--- config.mk ---
export PLATFORM = sky130hd
export DESIGN_NAME = eoc_hit_buffer_flat
export DESIGN_NICKNAME = d
export VERILOG_FILES = /design/src/rtl/eoc_pkg.sv /design/src/rtl/eoc_hit_buffer_if.sv /design/src/rtl/eoc_sync_fifo.sv /design/src/rtl/eoc_hit_buffer.sv /design/src/flat_wrapper.sv
export SDC_FILE = /design/constraint.sdc
export NUM_CORES = 1
export LEC_CHECK = 0
export BUFFER_PORTS_ARGS = -buffer_cell sky130_fd_sc_hd__buf_2
export CAP_MARGIN = 40
export CORE_UTILIZATION = 62
export DETAILED_ROUTE_END_ITERATION = 7
export HOLD_SLACK_MARGIN = 0.1
export PLACE_DENSITY = 0.82
export SYNTH_ARGS = -nofsm -noshare
export SYNTH_HDL_FRONTEND = slang
export SYNTH_HIERARCHICAL = 1
export SYNTH_SLANG_ARGS = --single-unit
--- constraint.sdc ---
create_clock -name clk_40MHz -period 8.1 [get_ports clk_40MHz]
set_input_delay 2.025 -clock clk_40MHz [delete_from_list [all_inputs] [get_ports clk_40MHz]]
set_output_delay 2.025 -clock clk_40MHz [all_outputs]
set_load 0.03 [all_outputs]
--- src/rtl/eoc_pkg.sv ---
// Shared definitions for the end-of-column hit buffer: column-bus field
// positions, operating mode and the timestamp Gray encoder.
package eoc_pkg;

  // Default field positions inside the column data word
  localparam int unsigned TOT_FIELD_LSB = 5;
  localparam int unsigned TOT_FIELD_MSB = 12;
  localparam int unsigned TOA_FIELD_LSB = 18;
  localparam int unsigned TOA_FIELD_MSB = 26;

  typedef enum logic {
    EOC_TRACK = 1'b0,
    EOC_PC    = 1'b1
  } eoc_mode_e;

  // Binary to reflected Gray code; callers truncate to their own width
  function automatic logic [31:0] bin2gray(input logic [31:0] bin);
    return bin ^ (bin >> 1);
  endfunction

endpackage

--- src/rtl/eoc_hit_buffer_if.sv ---
// Column-side bus of the end-of-column block: arbiter data/ready toward the
// pixel column and the write port toward the peripheral column FIFO.
interface eoc_hit_buffer_if #(
  parameter int unsigned DATA_W = 27,
  parameter int unsigned ADDR_W = 1
);

  logic [DATA_W-1:0]        col_data;
  logic                     shake_hands_col;
  logic [DATA_W+ADDR_W-1:0] col_fifo_data;
  logic                     wr_fifo;
  logic                     fifo_full;

  // master: the end-of-column block
  modport master (
    input  col_data,
    input  fifo_full,
    output shake_hands_col,
    output col_fifo_data,
    output wr_fifo
  );

  // slave: the arbiter and peripheral FIFO around it
  modport slave (
    output col_data,
    output fifo_full,
    input  shake_hands_col,
    input  col_fifo_data,
    input  wr_fifo
  );

endinterface

--- src/rtl/eoc_sync_fifo.sv ---
// Small synchronous FIFO with a first-word-fall-through head and an
// occupancy counter. Pushes when full and pops when empty are ignored.
module eoc_sync_fifo #(
  parameter int unsigned Width = 28,
  parameter int unsigned Depth = 4
) (
  input  logic                       clk_i,
  input  logic                       rst_ni,
  input  logic                       push_i,
  input  logic [Width-1:0]           data_i,
  input  logic                       pop_i,
  output logic [Width-1:0]           data_o,
  output logic                       full_o,
  output logic                       empty_o,
  output logic [$clog2(Depth):0]     level_o
);

  localparam int unsigned PtrW = $clog2(Depth);
  localparam int unsigned LvlW = PtrW + 1;

  logic [Width-1:0] mem_q [Depth];
  logic [PtrW-1:0]  wr_ptr_q, wr_ptr_d;
  logic [PtrW-1:0]  rd_ptr_q, rd_ptr_d;
  logic [LvlW-1:0]  level_q, level_d;
  logic             push_ok, pop_ok;

  assign full_o  = (level_q == LvlW'(Depth));
  assign empty_o = (level_q == '0);
  assign level_o = level_q;
  assign data_o  = mem_q[rd_ptr_q];

  assign push_ok = push_i & ~full_o;
  assign pop_ok  = pop_i & ~empty_o;

  // Pointer and level next-state; pointers wrap naturally (Depth is 2^n)
  always_comb begin
    wr_ptr_d = wr_ptr_q;
    rd_ptr_d = rd_ptr_q;
    level_d  = level_q;
    if (push_ok) wr_ptr_d = wr_ptr_q + 1'b1;
    if (pop_ok)  rd_ptr_d = rd_ptr_q + 1'b1;
    if (push_ok && !pop_ok) begin
      level_d = level_q + 1'b1;
    end else if (!push_ok && pop_ok) begin
      level_d = level_q - 1'b1;
    end
  end

  // Control state; reset discards any buffered entries
  always_ff @(posedge clk_i or negedge rst_ni) begin
    if (!rst_ni) begin
      wr_ptr_q <= '0;
      rd_ptr_q <= '0;
      level_q  <= '0;
    end else begin
      wr_ptr_q <= wr_ptr_d;
      rd_ptr_q <= rd_ptr_d;
      level_q  <= level_d;
    end
  end

  // Storage needs no reset: entries are only visible below the level count
  always_ff @(posedge clk_i) begin
    if (push_ok) mem_q[wr_ptr_q] <= data_i;
  end

endmodule

--- src/rtl/eoc_hit_buffer.sv ---
// End-of-column interface for one pixel column: deduplicates the two-cycle
// data hold, buffers hits against short peripheral back-pressure, tags them
// with the column address, counts drops and drives the Gray timestamp.
module eoc_hit_buffer
  import eoc_pkg::*;
#(
  parameter int unsigned DATA_W   = 27,
  parameter int unsigned ADDR_W   = 1,
  parameter int unsigned COL_ADDR = 0,
  parameter int unsigned TS_W     = 9,
  parameter int unsigned DEPTH    = 4,
  parameter int unsigned TOT_LSB  = TOT_FIELD_LSB,
  parameter int unsigned TOT_MSB  = TOT_FIELD_MSB,
  parameter int unsigned TOA_LSB  = TOA_FIELD_LSB,
  parameter int unsigned TOA_MSB  = TOA_FIELD_MSB,
  parameter int unsigned OVF_W    = 8
) (
  input  logic                     clk_40MHz,
  input  logic                     rst_n_pixel,
  eoc_hit_buffer_if.master         bus_io,
  input  logic                     mode,
  input  logic                     ts_clr,
  input  logic                     push_flag,
  output logic [TS_W-1:0]          TimeStamp,
  output logic                     push_clk,
  output logic [$clog2(DEPTH):0]   buf_level,
  output logic [OVF_W-1:0]         ovf_cnt
);

  localparam int unsigned OutW = DATA_W + ADDR_W;
  localparam logic [ADDR_W-1:0] ColAddr = ADDR_W'(COL_ADDR);

  eoc_mode_e         mode_e;
  logic [DATA_W-1:0] col_data_dly_q;
  logic              tot_hit, toa_hit, valid, new_hit;
  logic              buf_full, buf_empty, ready, push, pop;
  logic [OutW-1:0]   buf_head;
  logic [OutW-1:0]   out_q, out_d;
  logic              wr_q, wr_d;
  logic [OVF_W-1:0]  ovf_q, ovf_d;
  logic [TS_W-1:0]   ts_q, ts_d;

  assign mode_e  = eoc_mode_e'(mode);
  assign tot_hit = |bus_io.col_data[TOT_MSB:TOT_LSB];
  assign toa_hit = |bus_io.col_data[TOA_MSB:TOA_LSB];
  assign valid   = (mode_e == EOC_PC) ? tot_hit : (tot_hit | toa_hit);
  // The column holds each hit for two cycles; only the first is new
  assign new_hit = valid & (bus_io.col_data != col_data_dly_q);

  // Readiness comes from the pre-edge level, so a same-cycle pop never
  // admits a push into a full buffer
  assign ready = ~buf_full;
  assign push  = new_hit & ready;
  assign pop   = ~buf_empty & ~bus_io.fifo_full;

  eoc_sync_fifo #(
    .Width (OutW),
    .Depth (DEPTH)
  ) u_buf (
    .clk_i   (clk_40MHz),
    .rst_ni  (rst_n_pixel),
    .push_i  (push),
    .data_i  ({bus_io.col_data, ColAddr}),
    .pop_i   (pop),
    .data_o  (buf_head),
    .full_o  (buf_full),
    .empty_o (buf_empty),
    .level_o (buf_level)
  );

  // Next-state for output register, drop counter and timestamp
  always_comb begin
    out_d = out_q;
    wr_d  = pop;
    ovf_d = ovf_q;
    if (pop) out_d = buf_head;
    if (new_hit && !ready && (ovf_q != {OVF_W{1'b1}})) ovf_d = ovf_q + 1'b1;
    ts_d = ts_clr ? '0 : ts_q + 1'b1;
  end

  // State registers with asynchronous clear
  always_ff @(posedge clk_40MHz or negedge rst_n_pixel) begin
    if (!rst_n_pixel) begin
      col_data_dly_q <= '0;
      out_q          <= '0;
      wr_q           <= 1'b0;
      ovf_q          <= '0;
      ts_q           <= '0;
    end else begin
      col_data_dly_q <= bus_io.col_data;
      out_q          <= out_d;
      wr_q           <= wr_d;
      ovf_q          <= ovf_d;
      ts_q           <= ts_d;
    end
  end

  assign bus_io.col_fifo_data   = out_q;
  assign bus_io.wr_fifo         = wr_q;
  assign bus_io.shake_hands_col = ready;
  assign ovf_cnt                = ovf_q;
  assign push_clk               = push_flag;
  assign TimeStamp              = TS_W'(bin2gray(32'(ts_q)));

endmodule

--- src/flat_wrapper.sv ---
// flat-port wrapper written by rule: the top's interface ports become plain ports
module eoc_hit_buffer_flat import eoc_pkg::*;
#(
  parameter int unsigned DATA_W   = 27,
  parameter int unsigned ADDR_W   = 1,
  parameter int unsigned COL_ADDR = 0,
  parameter int unsigned TS_W     = 9,
  parameter int unsigned DEPTH    = 4,
  parameter int unsigned TOT_LSB  = TOT_FIELD_LSB,
  parameter int unsigned TOT_MSB  = TOT_FIELD_MSB,
  parameter int unsigned TOA_LSB  = TOA_FIELD_LSB,
  parameter int unsigned TOA_MSB  = TOA_FIELD_MSB,
  parameter int unsigned OVF_W    = 8
)
  (clk_40MHz, rst_n_pixel, mode, ts_clr, push_flag, TimeStamp, push_clk, buf_level, ovf_cnt, bus_io_col_data, bus_io_fifo_full, bus_io_shake_hands_col, bus_io_col_fifo_data, bus_io_wr_fifo);
  eoc_hit_buffer_if #(.DATA_W(DATA_W), .ADDR_W(ADDR_W)) bus_io_i ();
  input  logic clk_40MHz;
  input  logic rst_n_pixel;
  input  logic mode;
  input  logic ts_clr;
  input  logic push_flag;
  output logic [TS_W-1:0] TimeStamp;
  output logic push_clk;
  output logic [$clog2(DEPTH):0] buf_level;
  output logic [OVF_W-1:0] ovf_cnt;
  input wire logic [$bits(bus_io_i.col_data)-1:0] bus_io_col_data;
  input wire logic [$bits(bus_io_i.fifo_full)-1:0] bus_io_fifo_full;
  output wire logic [$bits(bus_io_i.shake_hands_col)-1:0] bus_io_shake_hands_col;
  output wire logic [$bits(bus_io_i.col_fifo_data)-1:0] bus_io_col_fifo_data;
  output wire logic [$bits(bus_io_i.wr_fifo)-1:0] bus_io_wr_fifo;
  assign bus_io_i.col_data = bus_io_col_data;
  assign bus_io_i.fifo_full = bus_io_fifo_full;
  assign bus_io_shake_hands_col = bus_io_i.shake_hands_col;
  assign bus_io_col_fifo_data = bus_io_i.col_fifo_data;
  assign bus_io_wr_fifo = bus_io_i.wr_fifo;
  eoc_hit_buffer #(.DATA_W(DATA_W), .ADDR_W(ADDR_W), .COL_ADDR(COL_ADDR), .TS_W(TS_W), .DEPTH(DEPTH), .TOT_LSB(TOT_LSB), .TOT_MSB(TOT_MSB), .TOA_LSB(TOA_LSB), .TOA_MSB(TOA_MSB), .OVF_W(OVF_W)) u_core (.clk_40MHz(clk_40MHz), .rst_n_pixel(rst_n_pixel), .bus_io(bus_io_i), .mode(mode), .ts_clr(ts_clr), .push_flag(push_flag), .TimeStamp(TimeStamp), .push_clk(push_clk), .buf_level(buf_level), .ovf_cnt(ovf_cnt));
endmodule
* Word level (Yosys, flattened, before mapping)
Memory sizes are Yosys's and may differ from the RTL's. A register that Yosys moved wholly into a read port is not among the register bits.
Cells that the tools add are included.
** Word-level totals
- Output and inout bits :: 51
- Word-level logic and storage cells :: 45
- Memories kept :: 1
- Bits in writable memories :: 108
- Register bits :: 80
** Memories
- u_core.u_buf.mem_q :: depth 4, bits a word 27, rd ports 1, clocked after Yosys merged registers in 1, wr ports 1, RTL line eoc_sync_fifo.sv:21 : logic [Width-1:0] mem_q [Depth];
** Cells by class
- Muxes and demuxes :: 6
- Bitwise operators :: 10
- Equality and inequality tests :: 3
- $add $sub $neg :: 6
- Reductions and logical operators :: 11
** Operators by type and width (count)
- != test 27 bit :: 1
- adder 9 x 1 -> 9 bit (second input constant) :: 1
- two-way mux 9 bit :: 1
- OR reduction 9 bit :: 1
- XOR 9 x 8 -> 9 bit :: 1
- adder 8 x 1 -> 8 bit (second input constant) :: 1
- != test 8 bit (second input constant) :: 1
- OR reduction 8 bit :: 1
- two-way mux 3 bit :: 2
- AND 1 bit :: 5
- adder 2 x 1 -> 2 bit (second input constant) :: 2
- logical AND 1 bit :: 4
- adder 3 x 1 -> 3 bit (second input constant) :: 1
- == test 3 bit (second input constant) :: 1
- zero test 1 bit :: 3
- zero test 3 bit :: 1
- two-way mux 1 bit :: 3
- inverter 1 bit :: 3
- subtractor 3 x 1 -> 3 bit (second input constant) :: 1
- nonzero test 2 bit :: 1
- OR 1 bit :: 1

* Longest topological paths before layout
Gate-level depths: netlist (run 1).
- Depth in word-level cells :: 10
- Mapped depth :: 13

* Modules after synthesis
The synthesis (run 1) kept the hierarchy.
** Modules (own cells, without submodules)
- eoc_sync_fifo :: times used 1, cells an instance 182, area an instance 4456.8 sq um
- eoc_hit_buffer :: times used 1, cells an instance 214, area an instance 2969.1 sq um

* Least setup slack after synthesis (run 1)
OpenSTA, ideal clock, no wires.
- Path type :: input port to flip-flop
- Start point :: input bus_io_col_data[25]
- End point :: register u_core.u_buf.level_q[1], in the netlist u_core/u_buf/level_o[1]
- Setup time :: 125 ps
- Arrival time :: 4328 ps
- Cell stages on the path :: 11
- Buffers on the path :: 1
- Setup slack :: 3647 ps
- Cell sequence :: xor2_1 nor4_1 nand4_1 nor4_4 nor3_1 nor2b_1 buf_6 ha_1 inv_1 fa_1 mux2_2
** RTL lines
- start: declaration :: RTL line flat_wrapper.sv:26 : input wire logic [$bits(bus_io_i.col_data)-1:0] bus_io_col_data;
- OR reduction 9 bit :: RTL line eoc_hit_buffer.sv:45 : assign toa_hit = |bus_io.col_data[TOA_MSB:TOA_LSB];
- OR 1 bit :: RTL line eoc_hit_buffer.sv:46 : assign valid = (mode_e == EOC_PC) ? tot_hit : (tot_hit | toa_hit);
- two-way mux 1 bit :: RTL line eoc_hit_buffer.sv:46
- AND 1 bit (*) :: RTL line eoc_hit_buffer.sv:48 : assign new_hit = valid & (bus_io.col_data != col_data_dly_q);
- AND 1 bit (*) :: RTL line eoc_hit_buffer.sv:53 : assign push = new_hit & ready;
- named net u_core.push :: RTL line eoc_hit_buffer.sv:36 : logic buf_full, buf_empty, ready, push, pop;
- AND 1 bit (*) :: RTL line eoc_sync_fifo.sv:32 : assign push_ok = push_i & ~full_o;
- named net u_core.u_buf.push_ok :: RTL line eoc_sync_fifo.sv:25 : logic push_ok, pop_ok;
- logical AND 1 bit (*) :: RTL line eoc_sync_fifo.sv:42 : if (push_ok && !pop_ok) begin
- two-way mux 3 bit (*) :: RTL line eoc_sync_fifo.sv:42
- named net u_core.u_buf.level_d[1] :: RTL line eoc_sync_fifo.sv:24 : logic [LvlW-1:0] level_q, level_d;
- end signal: assignment :: RTL line eoc_sync_fifo.sv:58 : level_q <= level_d;
- end: declaration :: RTL line eoc_sync_fifo.sv:24
The timed path passes the listed nets; every way through them passes the cells marked *.
A chain may end at the register's enable or synchronous reset.

* Final worst setup path (run 1)
- Start point :: input bus_io_col_data[24]
- End point :: register u_core.u_buf.level_q[1], in the netlist u_core/u_buf/level_o[1]
** RTL lines (RTL line)
- OR reduction 9 bit :: eoc_hit_buffer.sv:45
- OR 1 bit :: eoc_hit_buffer.sv:46
- two-way mux 1 bit :: eoc_hit_buffer.sv:46
- AND 1 bit (*) :: eoc_hit_buffer.sv:48
- AND 1 bit (*) :: eoc_hit_buffer.sv:53
- named net u_core.push :: eoc_hit_buffer.sv:36
- AND 1 bit (*) :: eoc_sync_fifo.sv:32
- logical AND 1 bit (*) :: eoc_sync_fifo.sv:42
- two-way mux 3 bit (*) :: eoc_sync_fifo.sv:42
- named net u_core.u_buf.level_d[1] :: eoc_sync_fifo.sv:24
Marks and branches as above.

==> summary.log, run 1 <==
INFO  timing         finalHoldViolCount=0
INFO  floorplanning  core_region_area=11,600um2
INFO  timing         fmaxAchievable=0.214GHz
INFO  global_routing wire_length_of_the_first_global_routing_pass=21.8mm
INFO  clock_network  clock_path_buffers=2
INFO  synthesis      synthDistinctLibCells=34
INFO  timing         finalCriticalPeriod=4680ps
INFO  synthesis      ys_warn_count=6
INFO  detailed_routing route.detailed.drc=16
INFO  detailed_routing drt_pre_antenna_iters=7
INFO  timing         finClkSkew=9.00ps
INFO  timing         rsz0062_at_grt=false
INFO  worst_setup_path critical_path_class=input port to register
INFO  synthesis      yosysSeqAreaShare=72.2%
INFO  global_routing first_global_vias=4,070
INFO  timing         setup_tns=0ps
INFO  power          power.leakage=3.40nW
INFO  finish         nets=537
INFO  floorplanning  std_cell_rows=39
INFO  run_status     outcome=complete, but fails checks
INFO  worst_setup_path timing.critical_path.fanout_max=8
INFO  synthesis      netlist_instances=396
INFO  clock_network  clock_sink_count=192
INFO  floorplanning  ios=84
INFO  placement      place.port_buffers=81
INFO  power          ir_drop=0.262mV
INFO  detailed_routing drt_iter0_drc=242
INFO  worst_setup_path setup.worst_path.end_class=register
INFO  detailed_routing route.detailed.wl_per_inst=20.8um
INFO  floorplanning  die_width=111um
INFO  worst_setup_path cp_top_family=simple AND/OR/NAND/NOR gates
INFO  power          power.density=407nW/um2
INFO  detailed_routing via_per_inst=5.82
INFO  global_routing grtUsageMet3=5.01%
INFO  floorplanning  die_area=12,400um2
INFO  synthesis      synth.cell_area=7430um2
INFO  worst_setup_path crit_buf_inv=2
INFO  clock_network  postCtsSetupRepairBufs=0
INFO  finish         layout-drive-gt1-share=36.7%
INFO  worst_setup_path critPathMaxStageDelay=620ps
INFO  clock_network  cts_buffers=17
INFO  run_status     failing_checks=DRC
INFO  worst_setup_path critical-path-slowest-cell=nor4_4
INFO  placement      global_placement_routability_congestion=0.777
INFO  global_routing grtUsageMet1=30.9%
INFO  global_routing pin_count_of_the_biggest_net_entering_global_routing=54
INFO  timing         max-slew-margin-rel=46.0%
INFO  clock_network  hold_buffers=0
INFO  clock_network  tritoncts=yes
INFO  timing         worst_pin_slew=810ps
INFO  clock_network  clkSlewWorstSetupHoldPaths=70ps
INFO  global_routing grt_antenna_before_repair=0
INFO  timing         post-route-period-util=57.8%
INFO  floorplanning  die_height=111um
INFO  worst_setup_path crit_arrival=4990ps
INFO  clock_network  cts_max_level=4
INFO  timing         report.final.setup_viol=0
INFO  detailed_routing num_vias=3,751
INFO  run            max_cap_violations=0
INFO  detailed_routing detail_route.wirelength=13.4mm
INFO  synthesis      yosys.area.top_type_share=45.3%
INFO  timing         slew_violations=0
INFO  placement      hpwl=8.41mm
INFO  clock_network  number_of_gates_resized_after_cts=0
INFO  timing         fin_hold_ws=499ps
INFO  global_routing grt_use_total=24.0%
INFO  synthesis      synth_top_cell_by_area=edfxtp_1
INFO  worst_setup_path series_of_cell_instances_along_the_critical_path=buf_2, xor2_1, nor4_1, nand4_1, nor4_4, nor3_1, nor2b_1, ha_1, inv_1, fa_1, mux2_2
INFO  global_routing gr-usage-met2=40.0%
INFO  synthesis      ys_top_cells_by_area=edfxtp_1 (45%), dfrtp_1 (27%), mux4_2 (8.5%)
INFO  finish         area_delta_synth_final=16.3%
INFO  synthesis      synth.ff_latch_count=192
INFO  finish         num_antenna_cells=0
INFO  global_routing globalRoute.busiestLayer=met2
INFO  detailed_routing ant_nets=0
INFO  worst_setup_path crit_path_start_kind=input port
INFO  floorplanning  initial_core_util=64.2%
INFO  synthesis      postSynthAreaPerCell=18.8um2
INFO  clock_network  insertion_delay=430ps
INFO  worst_setup_path worst-endpoint-required=8410ps
INFO  clock_network  clock-root-buffer=clkbuf_16
INFO  global_routing grt.overflow.total=0
INFO  min_path       hold_class=register to register
==> metal layers <==
layer / wire (um) / vias up
met2: 7020 / 123
li1: - / 1676
met5: 0 / -
met3: 809 / 20
met4: 252 / 0
met1: 5360 / 1932
==> kinds of logic (layout without fill, tap and decap cells) <==
family	count (synthesis)	after routing	synth area share, %
AO/OA/AOI/OAI	1	1	0.0843
XOR/XNOR	47	47	5.54
adder cells (fa/ha/maj)	14	14	2.46
buffers and inverters	18	121	1.31
flip-flops	192	192	72.2
multiplexers	60	60	13.4
other	1	4	0.0505
AND/OR/NAND/NOR	63	63	4.85
==> report_power, final <==
part / total [mW] / switching, mW / internal [mW] / leakage (nW)
logic: 1.09 / 0.634 / 0.453 / 1.12
clock network: 0.854 / 0.338 / 0.516 / 0.286
registers: 1.57 / 0.158 / 1.42 / 1.99
total: 3.51 / 1.13 / 2.38 / 3.40
==> cell type report <==
| type | instances | area, um2 |
|---|---|---|
| multi-input combinational | 189 | 1980 |
| clock inverter | 9 | 133 |
| tap | 143 | 179 |
| fill | 662 | 2930 |
| timing repair buffer | 85 | 470 |
| sequential | 192 | 5370 |
| inverter | 5 | 18.8 |
| clock buffer | 22 | 484 |
==> registers in the layout (all words and copies together), names as in the netlist <==
| register | count |
|---|---|
| u_core/col_data_dly_q | 27 |
| u_core/u_buf/mem_q | 112 |
| u_core/u_buf/rd_ptr_q | 2 |
| u_core/u_buf/level_o | 3 |
| u_core/u_buf/wr_ptr_q | 2 |
| u_core/ts_q | 9 |
| u_core/ovf_cnt | 8 |
| u_core/bus_io.wr_fifo | 1 |
| u_core/bus_io.col_fifo_data | 28 |
==> worst paths after layout <==
| check | startpoint | cells after the start | to | slack [ps] |
|---|---|---|---|---|
| setup / recovery | bus_io_col_data[24] | 11 | u_core/u_buf/level_o[1]$_DFFE_PN0P_ | 3420 |
| hold / removal | u_core/bus_io.col_fifo_data[6]$_DFFE_PN0P_ | 1 | u_core/bus_io.col_fifo_data[6]$_DFFE_PN0P_ | 500 |
| setup reg to reg | u_core/col_data_dly_q[24]$_DFF_PN0_ | 10 | u_core/u_buf/level_o[1]$_DFFE_PN0P_ | 4830 |
| hold reg to reg | u_core/bus_io.col_fifo_data[6]$_DFFE_PN0P_ | 1 | u_core/bus_io.col_fifo_data[6]$_DFFE_PN0P_ | 500 |
| max in group asynchronous | rst_n_pixel | 2 | u_core/u_buf/rd_ptr_q[0]$_DFFE_PN0P_ | 5970 |
| min in group asynchronous | rst_n_pixel | 1 | u_core/bus_io.wr_fifo$_DFF_PN0_ | 1510 |
==> synth_stat cells <==
cell / n
nor3b_2: 1
clkbuf_1: 3
buf_2: 3
nand3_1: 5
mux2_4: 2
dfrtp_1: 80
nor2b_1: 2
and3_1: 1
inv_1: 5
nand4_1: 8
nand2b_1: 1
fa_1: 1
nor4_1: 8
buf_1: 1
or3_1: 2
mux2_2: 29
or4_1: 2
buf_6: 1
xnor2_1: 17
nor4_4: 1
nor2_1: 15
and2_1: 4
nor4_2: 1
edfxtp_1: 112
buf_4: 5
conb_1: 1
a31oi_1: 1
nor3_2: 1
nand2_1: 8
ha_1: 13
mux2_1: 1
nor3_1: 3
xor2_1: 30
mux4_2: 28
==> worst reg2reg max path: stages (launching register included) <==
cell and delay [ps]:
dfrtp_1 370, xor2_1 140, nor4_1 400, nand4_1 250, nor4_4 620, nor3_1 100
nor2b_1 240, ha_1 280, inv_1 70, fa_1 410, mux2_2 280
==> placed cells by master (no fill, tap or decap), types with 2 or more instances in the layout <==
cell type,instances
nor4_1,8
or3_1,2
mux2_4,2
nor3_1,3
nand2_1,8
dfrtp_1,79
conb_1,4
xnor2_1,17
nor2_1,14
nand4_1,8
buf_4,3
nand3_1,5
inv_1,5
mux2_2,29
nor2b_1,2
clkbuf_8,4
and2_2,4
mux4_2,28
or4_1,2
xor2_1,30
buf_2,80
edfxtp_1,112
clkinvlp_4,5
ha_1,13
clkbuf_16,17
bufinv_16,3
==> metrics by stage <==
| step | total power [mW] | worst slack (ps) | utilization [%] | instances | instance area [um2] |
|---|---|---|---|---|---|
| after global routing | 3.68 | 3330 | 74.7 | 645 | 8630 |
| after global placement | 2.63 | 3180 | 68.9 | 612 | 7970 |
| after CTS | 3.55 | 3470 | 74.7 | 645 | 8630 |
| final | 3.51 | 3420 | 74.7 | 645 | 8630 |
| after floorplan | 2.35 | 3650 | - | 399 | 7440 |
| after detailed placement | 2.68 | 3030 | 69.3 | 614 | 8020 |
Power figures use the tool's default switching activity.
==> run 2: changes to the inputs <==
--- a/config.mk
+++ b/config.mk
@@ -5,12 +5,13 @@
 export SDC_FILE = /design/constraint.sdc
 export NUM_CORES = 1
 export LEC_CHECK = 0
+export ABC_AREA = 1
 export BUFFER_PORTS_ARGS = -buffer_cell sky130_fd_sc_hd__buf_2
 export CAP_MARGIN = 40
-export CORE_UTILIZATION = 62
+export CORE_UTILIZATION = 53
 export DETAILED_ROUTE_END_ITERATION = 7
 export HOLD_SLACK_MARGIN = 0.1
-export PLACE_DENSITY = 0.82
+export PLACE_DENSITY = 0.74
 export SYNTH_ARGS = -nofsm -noshare
 export SYNTH_HDL_FRONTEND = slang
 export SYNTH_HIERARCHICAL = 1
==> constraint.sdc (replaced) <==
create_clock -name clk_40MHz -period 4.15 [get_ports clk_40MHz]
set_input_delay 1.0375 -clock clk_40MHz [delete_from_list [all_inputs] [get_ports clk_40MHz]]
set_output_delay 1.0375 -clock clk_40MHz [all_outputs]
set_load 0.03 [all_outputs]
==> summary.log, run 2 <==
INFO  worst_setup_path critPathMaxStageDelay=380ps [was 620 ps]
INFO  synthesis      commonest_cells_in_the_synthesized_netlist=nand2_1 (208), inv_1 (122), edfxtp_1 (112) [was edfxtp_1 (112), dfrtp_1 (80), xor2_1 (30)]
INFO  floorplanning  std_cell_rows=45 [was 39]
INFO  synthesis      synth.cell_area=8420um2 [was 7430 um2]
INFO  worst_setup_path worst-endpoint-required=4470ps [was 8410 ps]
INFO  detailed_routing met2RoutedLength=7.77mm [was 7.02 mm]
INFO  worst_setup_path crit_top_cell=nand2_1
INFO  detailed_routing ant_nets=0 [unchanged]
INFO  detailed_routing via_per_inst=5.04 [was 5.82]
INFO  floorplanning  ios=84 [unchanged]
INFO  floorplanning  die_width=128um [was 111 um]
INFO  synthesis      netlist_instances=754 [was 396]
INFO  detailed_routing detail_route.wirelength=15.9mm [was 13.4 mm]
INFO  timing         report.final.setup_viol=0 [unchanged]
INFO  finish         layout.cells.most_common=nand2_1 [was edfxtp_1]
INFO  worst_setup_path setup.reg_to_reg.worst_slack=1450ps [was 4830 ps]
INFO  synthesis      yosysSeqAreaShare=63.7% [was 72.2%]
INFO  worst_setup_path series_of_cell_instances_along_the_critical_path=buf_2, inv_1, nand2_1, nand2_1, nor2_1, nand2_1, nor2_1, nand2_1, nor2_1, nor3_1, nand2_1, inv_1, ha_1, inv_1, fa_1, nand2_1, nand3_1, nand2_1, nand2_1 [was buf_2, xor2_1, nor4_1, nand4_1, nor4_4, nor3_1, nor2b_1, ha_1, inv_1, fa_1, mux2_2]
INFO  synthesis      synthFlopType=edfxtp_1 [unchanged]
INFO  min_path       hold_depth=1 [unchanged]
INFO  clock_network  cts_buffers=17 [unchanged]
INFO  run_status     outcome=finished clean [was complete, but fails checks]
INFO  global_routing pin_count_of_the_biggest_net_entering_global_routing=47 [was 54]
INFO  synthesis      postSynthAreaPerCell=11.2um2 [was 18.8 um2]
INFO  min_path       hold_class=register to register [unchanged]
INFO  clock_network  number_of_gates_resized_after_cts=0 [unchanged]
INFO  clock_network  postCtsSetupRepairBufs=0 [unchanged]
INFO  worst_setup_path timing.critical_path.fanout_max=7 [was 8]
INFO  worst_setup_path critical_path.reg2reg.endpoint=u_core/u_buf/level_o[2]$_DFFE_PN0P_ [was u_core/u_buf/level_o[1]$_DFFE_PN0P_]
INFO  detailed_routing route.detailed.drc=0 [was 16]
INFO  clock_network  insertion_delay=430ps [about the same]
INFO  clock_network  clkSlewWorstSetupHoldPaths=70ps [about the same]
INFO  synthesis      yosys.area.top_type_share=39.9% [was 45.3%]
INFO  worst_setup_path worst_r2r_startpoint=u_core/u_buf/level_o[0]$_DFFE_PN0P_ [was u_core/col_data_dly_q[24]$_DFF_PN0_]
INFO  run            max_cap_violations=0 [unchanged]
INFO  detailed_routing route.detailed.wl_per_inst=14.8um [was 20.8 um]
INFO  worst_setup_path setup.worst_path.end_class=register [unchanged]
INFO  floorplanning  die_area=16,400um2 [was 12,400 um2]
INFO  finish         largest_register_ffs=112 [unchanged]
INFO  detailed_routing drt_iter0_drc=314 [was 242]
INFO  placement      place.port_buffers=81 [unchanged]
INFO  floorplanning  initial_core_util=54.8% [was 64.2%]
INFO  detailed_routing m1WireLength=7.17mm [was 5.36 mm]
INFO  timing         slew_violations=0 [unchanged]
INFO  clock_network  cts_max_level=4 [unchanged]
INFO  synthesis      synthDistinctLibCells=33 [was 34]
INFO  global_routing grt_antenna_before_repair=1 [was 0]
INFO  timing         finalCriticalPeriod=2970ps
INFO  floorplanning  die_height=128um [was 111 um]
INFO  synthesis      synth-async-reset-ratio=41.7% [unchanged]
INFO  placement      global_placement_routability_congestion=0.793 [was 0.777]
INFO  power          ir_drop=0.367mV [was 0.262 mV]
INFO  timing         fin_hold_ws=461ps [was 499 ps]
INFO  global_routing wire_length_of_the_first_global_routing_pass=26.0mm [was 21.8 mm]
INFO  synthesis      synth-edff-count=112 [unchanged]
INFO  global_routing grt_use_total=21.1% [was 24.0%]
INFO  finish         nets=894 [was 537]
INFO  finish         max_flop_register=u_core/u_buf/mem_q [unchanged]
INFO  min_path       hold_path_end=u_core/ts_q[0]$_DFF_PN0_ [was u_core/bus_io.col_fifo_data[6]$_DFFE_PN0P_]
INFO  timing         fmaxAchievable=0.336GHz
INFO  clock_network  clock_sink_count=192 [unchanged]
INFO  finish         area_delta_synth_final=14.8% [was 16.3%]
INFO  detailed_routing drt_pre_antenna_iters=6 [was 7]
INFO  synthesis      synth_top_cell_by_area=edfxtp_1 [unchanged]
INFO  synthesis      ys_warn_count=6 [unchanged]
INFO  worst_setup_path crit_arrival=3300ps [was 4990 ps]
INFO  timing         finClkSkew=8.41ps [was 9.00 ps]
INFO  detailed_routing num_vias=5,401 [was 3,751]
INFO  synthesis      post-synth-top-count-cell=nand2_1 [was edfxtp_1]
INFO  global_routing first_global_vias=5,191 [was 4,070]
INFO  detailed_routing highest-signal-layer=met4 [unchanged]
INFO  clock_network  tritoncts=yes [unchanged]
INFO  timing         worst_pin_slew=716ps [was 810 ps]
INFO  timing         rsz0062_at_grt=false [unchanged]
INFO  detailed_routing detailroute.wirelength.met3=702um [was 809 um]
INFO  global_routing grt.overflow.total=0 [unchanged]
INFO  clock_network  clock_path_buffers=2 [unchanged]
INFO  floorplanning  core_region_area=15,400um2 [was 11,600 um2]
INFO  synthesis      synth.ff_latch_count=192 [unchanged]
INFO  clock_network  clock-root-buffer=clkbuf_16 [unchanged]
INFO  min_path       worst_hold_startpoint=u_core/ts_q[0]$_DFF_PN0_ [was u_core/bus_io.col_fifo_data[6]$_DFFE_PN0P_]
INFO  worst_setup_path crit_path_start_kind=input port [unchanged]
INFO  placement      hpwl=10.3mm [was 8.41 mm]
INFO  timing         setup_tns=0ps [unchanged]
INFO  timing         finalHoldViolCount=0 [unchanged]
INFO  finish         layout-drive-gt1-share=22.1% [was 36.7%]
INFO  power          power.density=727nW/um2 [was 407 nW/um2]
INFO  clock_network  hold_buffers=0 [unchanged]
INFO  timing         max-slew-margin-rel=52.2% [was 46.0%]
INFO  worst_setup_path worst-r2r-cell-count=13 [was 10]
INFO  timing         post-route-period-util=71.6%
INFO  worst_setup_path critical_path_class=input port to register [unchanged]
INFO  power          power.leakage=4.51nW [was 3.40 nW]
INFO  synthesis      ys_top_cells_by_area=edfxtp_1 (40%), dfrtp_1 (24%), nand2_1 (9.3%) [was edfxtp_1 (45%), dfrtp_1 (27%), mux4_2 (8.5%)]
INFO  worst_setup_path critical-path-slowest-cell=fa_1 [was nor4_4]
INFO  finish         final_cell_mix=nand2_1 (208), inv_1 (122), edfxtp_1 (112) [was edfxtp_1 (112), buf_2 (80), dfrtp_1 (79)]
run 2: cell types whose count changed after synthesis, sizes merged, moves of 5 or more:
cell and change:
nor4 -10, nand2 +200, o211ai +56, nand3 +5
xnor2 -7, inv +124, mux4 -28, nand4 +7
xor2 -21, nor2 +26, buf +8
run 2: kinds of logic after synthesis:
group / Yosys count / share of synthesized area (%)
and+or+nand+nor: 281 / 13.8
DFF: 192 / 63.7
buffers and inverters: 154 / 7.79
AOI/OAI and AO/OA: 65 / 6.78
muxes: 28 / 3.74
xor gates and xnor gates: 19 / 1.98
adders and majority gates: 14 / 2.17
other: 1 / 0.0445
run 2: report_power, final:
group,total (mW),switching (mW),internal [mW],leakage (nW)
combinational,2.49,1.66,0.831,2.22
clock,1.60,0.746,0.851,0.278
sequential,2.95,0.224,2.72,2.01
total,7.03,2.63,4.40,4.51
run 2: how the worst max path moves through the flow:
stage	from	endpoint	slack (ps)	cells after the start
after CTS	bus_io_col_data[15]	u_core/u_buf/mem_q[1][11]$_DFFE_PP_	1190	13
after global placement	bus_io_col_data[15]	u_core/u_buf/level_o[1]$_DFFE_PN0P_	820	17
after global routing	bus_io_col_data[15]	u_core/u_buf/level_o[2]$_DFFE_PN0P_	1010	19
after floorplan	bus_io_col_data[8]	u_core/u_buf/mem_q[0][0]$_DFFE_PP_	690	11
after detailed placement	bus_io_col_data[15]	u_core/u_buf/level_o[1]$_DFFE_PN0P_	730	17
final	bus_io_col_data[15]	u_core/u_buf/level_o[2]$_DFFE_PN0P_	1180	19
run 2: layout make-up:
class,instances,area [um2]
fillers,1206,5700
flip-flops and latches,192,5370
multi-input cells,411,2430
repair buffers,96,546
inverters,129,485
clock buffers,18,429
well taps,211,264
clock inverters,14,149
diodes,1,2.50
run 2: per-layer routing:
layer	global-route usage (%)	up-vias
li1	-	2656
met1	28.0	2593
met2	34.6	135
met3	4.30	17
met4	7.61	0
met5	0	-
run 2: per-stage QoR:
step                setup slack, ps  util (%)  cell area [um2]  power, mW  cells
finish                         1180      62.9             9670       7.03   1072
global route                   1010      62.9             9670       7.46   1071
CTS                            1190      62.9             9670       7.10   1071
detailed placement              726      59.1             9090       5.50   1039
global placement                817      59.0             9070       5.40   1038
floorplan                       689         -             8430       4.79    757
run 2: critical path: cells and delay by family:
family | cells | cell delay (ps)
buffers and inverters | 4 | 410
adders and majority gates | 2 | 550
and+or+nand+nor | 13 | 1300
==> run 3: changes to the inputs <==
--- a/config.mk
+++ b/config.mk
@@ -8,10 +8,10 @@
 export ABC_AREA = 1
 export BUFFER_PORTS_ARGS = -buffer_cell sky130_fd_sc_hd__buf_2
 export CAP_MARGIN = 40
-export CORE_UTILIZATION = 53
+export CORE_UTILIZATION = 59
 export DETAILED_ROUTE_END_ITERATION = 7
 export HOLD_SLACK_MARGIN = 0.1
-export PLACE_DENSITY = 0.74
+export PLACE_DENSITY = 0.78
 export SYNTH_ARGS = -nofsm -noshare
 export SYNTH_HDL_FRONTEND = slang
 export SYNTH_HIERARCHICAL = 1
==> constraint.sdc (replaced) <==
create_clock -name clk_40MHz -period 2.9 [get_ports clk_40MHz]
set_input_delay 0.725 -clock clk_40MHz [delete_from_list [all_inputs] [get_ports clk_40MHz]]
set_output_delay 0.725 -clock clk_40MHz [all_outputs]
set_load 0.03 [all_outputs]
==> summary.log, run 3 (synthesis gave the netlist of run 2 again) <==
INFO  run_status     outcome=finished clean [unchanged]
INFO  finish         layout.cells.most_common=nand2_1 [unchanged]
INFO  worst_setup_path timing.critical_path.fanout_max=7 [unchanged]
INFO  worst_setup_path setup.worst_path.end_class=register [unchanged]
INFO  global_routing grt_antenna_before_repair=1 [unchanged]
INFO  timing         rsz0062_at_grt=false [unchanged]
INFO  timing         max-slew-margin-rel=49.3% [was 52.2%]
INFO  clock_network  number_of_gates_resized_after_cts=0 [unchanged]
INFO  worst_setup_path setup.reg_to_reg.worst_slack=510ps [was 1450 ps]
INFO  power          power.density=1060nW/um2 [was 727 nW/um2]
INFO  detailed_routing drt_iter0_drc=412 [was 314]
INFO  floorplanning  std_cell_rows=43 [was 45]
INFO  finish         finalInstanceArea=9720um2 [was 9670 um2]
INFO  finish         layout-drive-gt1-share=22.5% [was 22.1%]
INFO  clock_network  clock_sink_count=192 [unchanged]
INFO  finish         nets=899 [was 894]
INFO  timing         slew_violations=0 [unchanged]
INFO  detailed_routing drt_pre_antenna_iters=4 [was 6]
INFO  placement      place.port_buffers=81 [unchanged]
INFO  global_routing wire_length_of_the_first_global_routing_pass=27.1mm [was 26.0 mm]
INFO  worst_setup_path crit_top_cell=nand2_1 [unchanged]
INFO  worst_setup_path crit_arrival=2790ps [was 3300 ps]
INFO  timing         finClkSkew=7.83ps [was 8.41 ps]
INFO  clock_network  hold_buffers=0 [unchanged]
INFO  clock_network  insertion_delay=430ps [about the same]
INFO  finish         final_cell_mix=nand2_1 (208), inv_1 (122), edfxtp_1 (112) [unchanged]
INFO  detailed_routing route.detailed.drc=0 [unchanged]
INFO  worst_setup_path critical_path_class=input port to register [unchanged]
INFO  finish         multi_input_area=2420um2 [was 2430 um2]
INFO  global_routing pin_count_of_the_biggest_net_entering_global_routing=52 [was 47]
INFO  detailed_routing detail_route.wirelength=16.6mm [was 15.9 mm]
INFO  worst_setup_path crit_buf_inv=4 [unchanged]
INFO  power          power.leakage=4.57nW [was 4.51 nW]
INFO  worst_setup_path crit_path_start_kind=input port [unchanged]
INFO  timing         fmaxAchievable=0.403GHz
INFO  worst_setup_path timing.critical_path.depth=17 [was 19]
INFO  worst_setup_path worst_r2r_startpoint=u_core/col_data_dly_q[15]$_DFF_PN0_ [was u_core/u_buf/level_o[0]$_DFFE_PN0P_]
INFO  worst_setup_path critPathMaxStageDelay=420ps [was 380 ps]
INFO  min_path       hold_class=input port to asynchronous set/reset pin [was register to register]
INFO  placement      hpwl=10.9mm [was 10.3 mm]
INFO  detailed_routing num_vias=5,539 [was 5,401]
INFO  worst_setup_path cp_top_family=simple AND/OR/NAND/NOR gates [unchanged]
INFO  worst_setup_path cp_startpoint=bus_io_col_data[15] [unchanged]
INFO  clock_network  clkSlewWorstSetupHoldPaths=70ps [about the same]
INFO  timing         finalHoldViolCount=0 [unchanged]
INFO  timing         fin_hold_ws=250ps [was 461 ps]
INFO  detailed_routing via_per_inst=5.30 [was 5.04]
INFO  finish         filler_cell_count=981 [was 1,206]
INFO  worst_setup_path worst-r2r-cell-count=18 [was 13]
INFO  finish         final-seq-area=5370um2 [unchanged]
INFO  floorplanning  ios=84 [unchanged]
INFO  timing         report.final.setup_viol=0 [unchanged]
INFO  floorplanning  die_height=121um [was 128 um]
INFO  worst_setup_path critPathCapture=u_core/u_buf/level_o[1]$_DFFE_PN0P_ [was u_core/u_buf/level_o[2]$_DFFE_PN0P_]
INFO  placement      postPlaceCellArea=9110um2 [was 9090 um2]
INFO  clock_network  tritoncts=yes [unchanged]
INFO  finish         final_core_utilization=70.0% [was 62.9%]
INFO  clock_network  cts_buffers=17 [unchanged]
INFO  clock_network  cts_max_level=4 [unchanged]
INFO  clock_network  clock-root-buffer=clkbuf_16 [unchanged]
INFO  floorplanning  die_width=121um [was 128 um]
INFO  floorplanning  core_region_area=13,900um2 [was 15,400 um2]
INFO  clock_network  postCtsSetupRepairBufs=0 [unchanged]
INFO  worst_setup_path worst-endpoint-required=3210ps [was 4470 ps]
INFO  worst_setup_path series_of_cell_instances_along_the_critical_path=buf_2, inv_1, nand2_1, nand2_1, nor2_1, nand2_1, nor2_1, nand2_1, nor2_1, nor3_1, nand2_1, inv_1, ha_1, inv_1, fa_1, nand2_1, o21ai_0 [was buf_2, inv_1, nand2_1, nand2_1, nor2_1, nand2_1, nor2_1, nand2_1, nor2_1, nor3_1, nand2_1, inv_1, ha_1, inv_1, fa_1, nand2_1, nand3_1, nand2_1, nand2_1]
INFO  clock_network  clock_path_buffers=2 [unchanged]
INFO  floorplanning  initial_core_util=60.7% [was 54.8%]
INFO  placement      place_worst_setup_slack=12.2ps [was 726 ps]
INFO  global_routing first_global_vias=5,506 [was 5,191]
INFO  timing         setup_ws=421ps [was 1180 ps]
INFO  floorplanning  die_area=14,800um2 [was 16,400 um2]
INFO  worst_setup_path critical-path-slowest-cell=fa_1 [unchanged]
INFO  timing         finalCriticalPeriod=2480ps
INFO  timing         post-route-period-util=85.5%
INFO  finish         largest_register_ffs=112 [unchanged]
INFO  detailed_routing route.detailed.wl_per_inst=15.9um [was 14.8 um]
INFO  finish         area_delta_synth_final=15.5% [was 14.8%]
INFO  run            max_cap_violations=0 [unchanged]
INFO  global_routing grt.overflow.total=0 [unchanged]
INFO  timing         setup_tns=0ps [unchanged]
INFO  worst_setup_path critical_path.reg2reg.endpoint=u_core/u_buf/level_o[2]$_DFFE_PN0P_ [unchanged]
INFO  global_routing grt_use_total=24.6% [was 21.1%]
INFO  detailed_routing ant_nets=0 [unchanged]
INFO  power          ir_drop=0.609mV [was 0.367 mV]
INFO  finish         max_flop_register=u_core/u_buf/mem_q [unchanged]
INFO  timing         worst_pin_slew=759ps [was 716 ps]
INFO  placement      global_placement_routability_congestion=0.810 [was 0.793]
## run 3: cell type report
type | count | area share [%]
inverters | 129 | 4.99
well taps | 180 | 2.32
clock inverters | 12 | 1.61
multi-input cells | 411 | 24.9
clock buffers | 20 | 4.70
diodes | 1 | 0.0257
flip-flops and latches | 192 | 55.2
repair buffers | 101 | 6.25
## run 3: worst reg2reg max path, delay by kind of cell, from the launching register on
| kind | cells | cell delay, ps |
|---|---|---|
| simple gates | 13 | 1160 |
| buf+inv | 3 | 200 |
| fa+ha+maj | 2 | 540 |
| flops | 1 | 380 |
## run 3: worst min path at each step
stage / start / endpoint / slack (ps) / depth (start not counted)
3_3_place_gp: u_core/ts_q[0]$_DFF_PN0_ / u_core/ts_q[0]$_DFF_PN0_ / 440 / 1
4_1_cts: rst_n_pixel / u_core/bus_io.col_fifo_data[1]$_DFFE_PN0P_ / 260 / 1
2_1_floorplan: u_core/ts_q[0]$_DFF_PN0_ / u_core/ts_q[0]$_DFF_PN0_ / 420 / 1
3_5_place_dp: u_core/ts_q[0]$_DFF_PN0_ / u_core/ts_q[0]$_DFF_PN0_ / 460 / 1
6_report: rst_n_pixel / u_core/bus_io.col_fifo_data[1]$_DFFE_PN0P_ / 250 / 1
5_1_grt: rst_n_pixel / u_core/bus_io.col_fifo_data[1]$_DFFE_PN0P_ / 270 / 1
## run 3: power breakdown
group	switching, mW	leakage, nW	internal (mW)
Clock	0.993	0.301	1.41
Sequential	0.334	2.01	3.90
Combinational	2.44	2.26	1.25
## run 3: metal layers
layer	vias to the layer above	GRT usage, %	part of all wire (%)
li1	2665	-	-
met1	2712	31.6	42
met2	136	41.2	51
met3	26	4.46	4.4
met4	0	10.3	2.1
met5	-	0	0
## run 3: metrics by stage
| stage | instances | total power, mW |
|---|---|---|
| 6_report | 1046 | 10.3 |
| 4_1_cts | 1045 | 10.4 |
| 2_1_floorplan | 757 | 6.85 |
| 3_5_place_dp | 1013 | 7.99 |
| 3_3_place_gp | 1013 | 7.79 |
| 5_1_grt | 1046 | 10.9 |
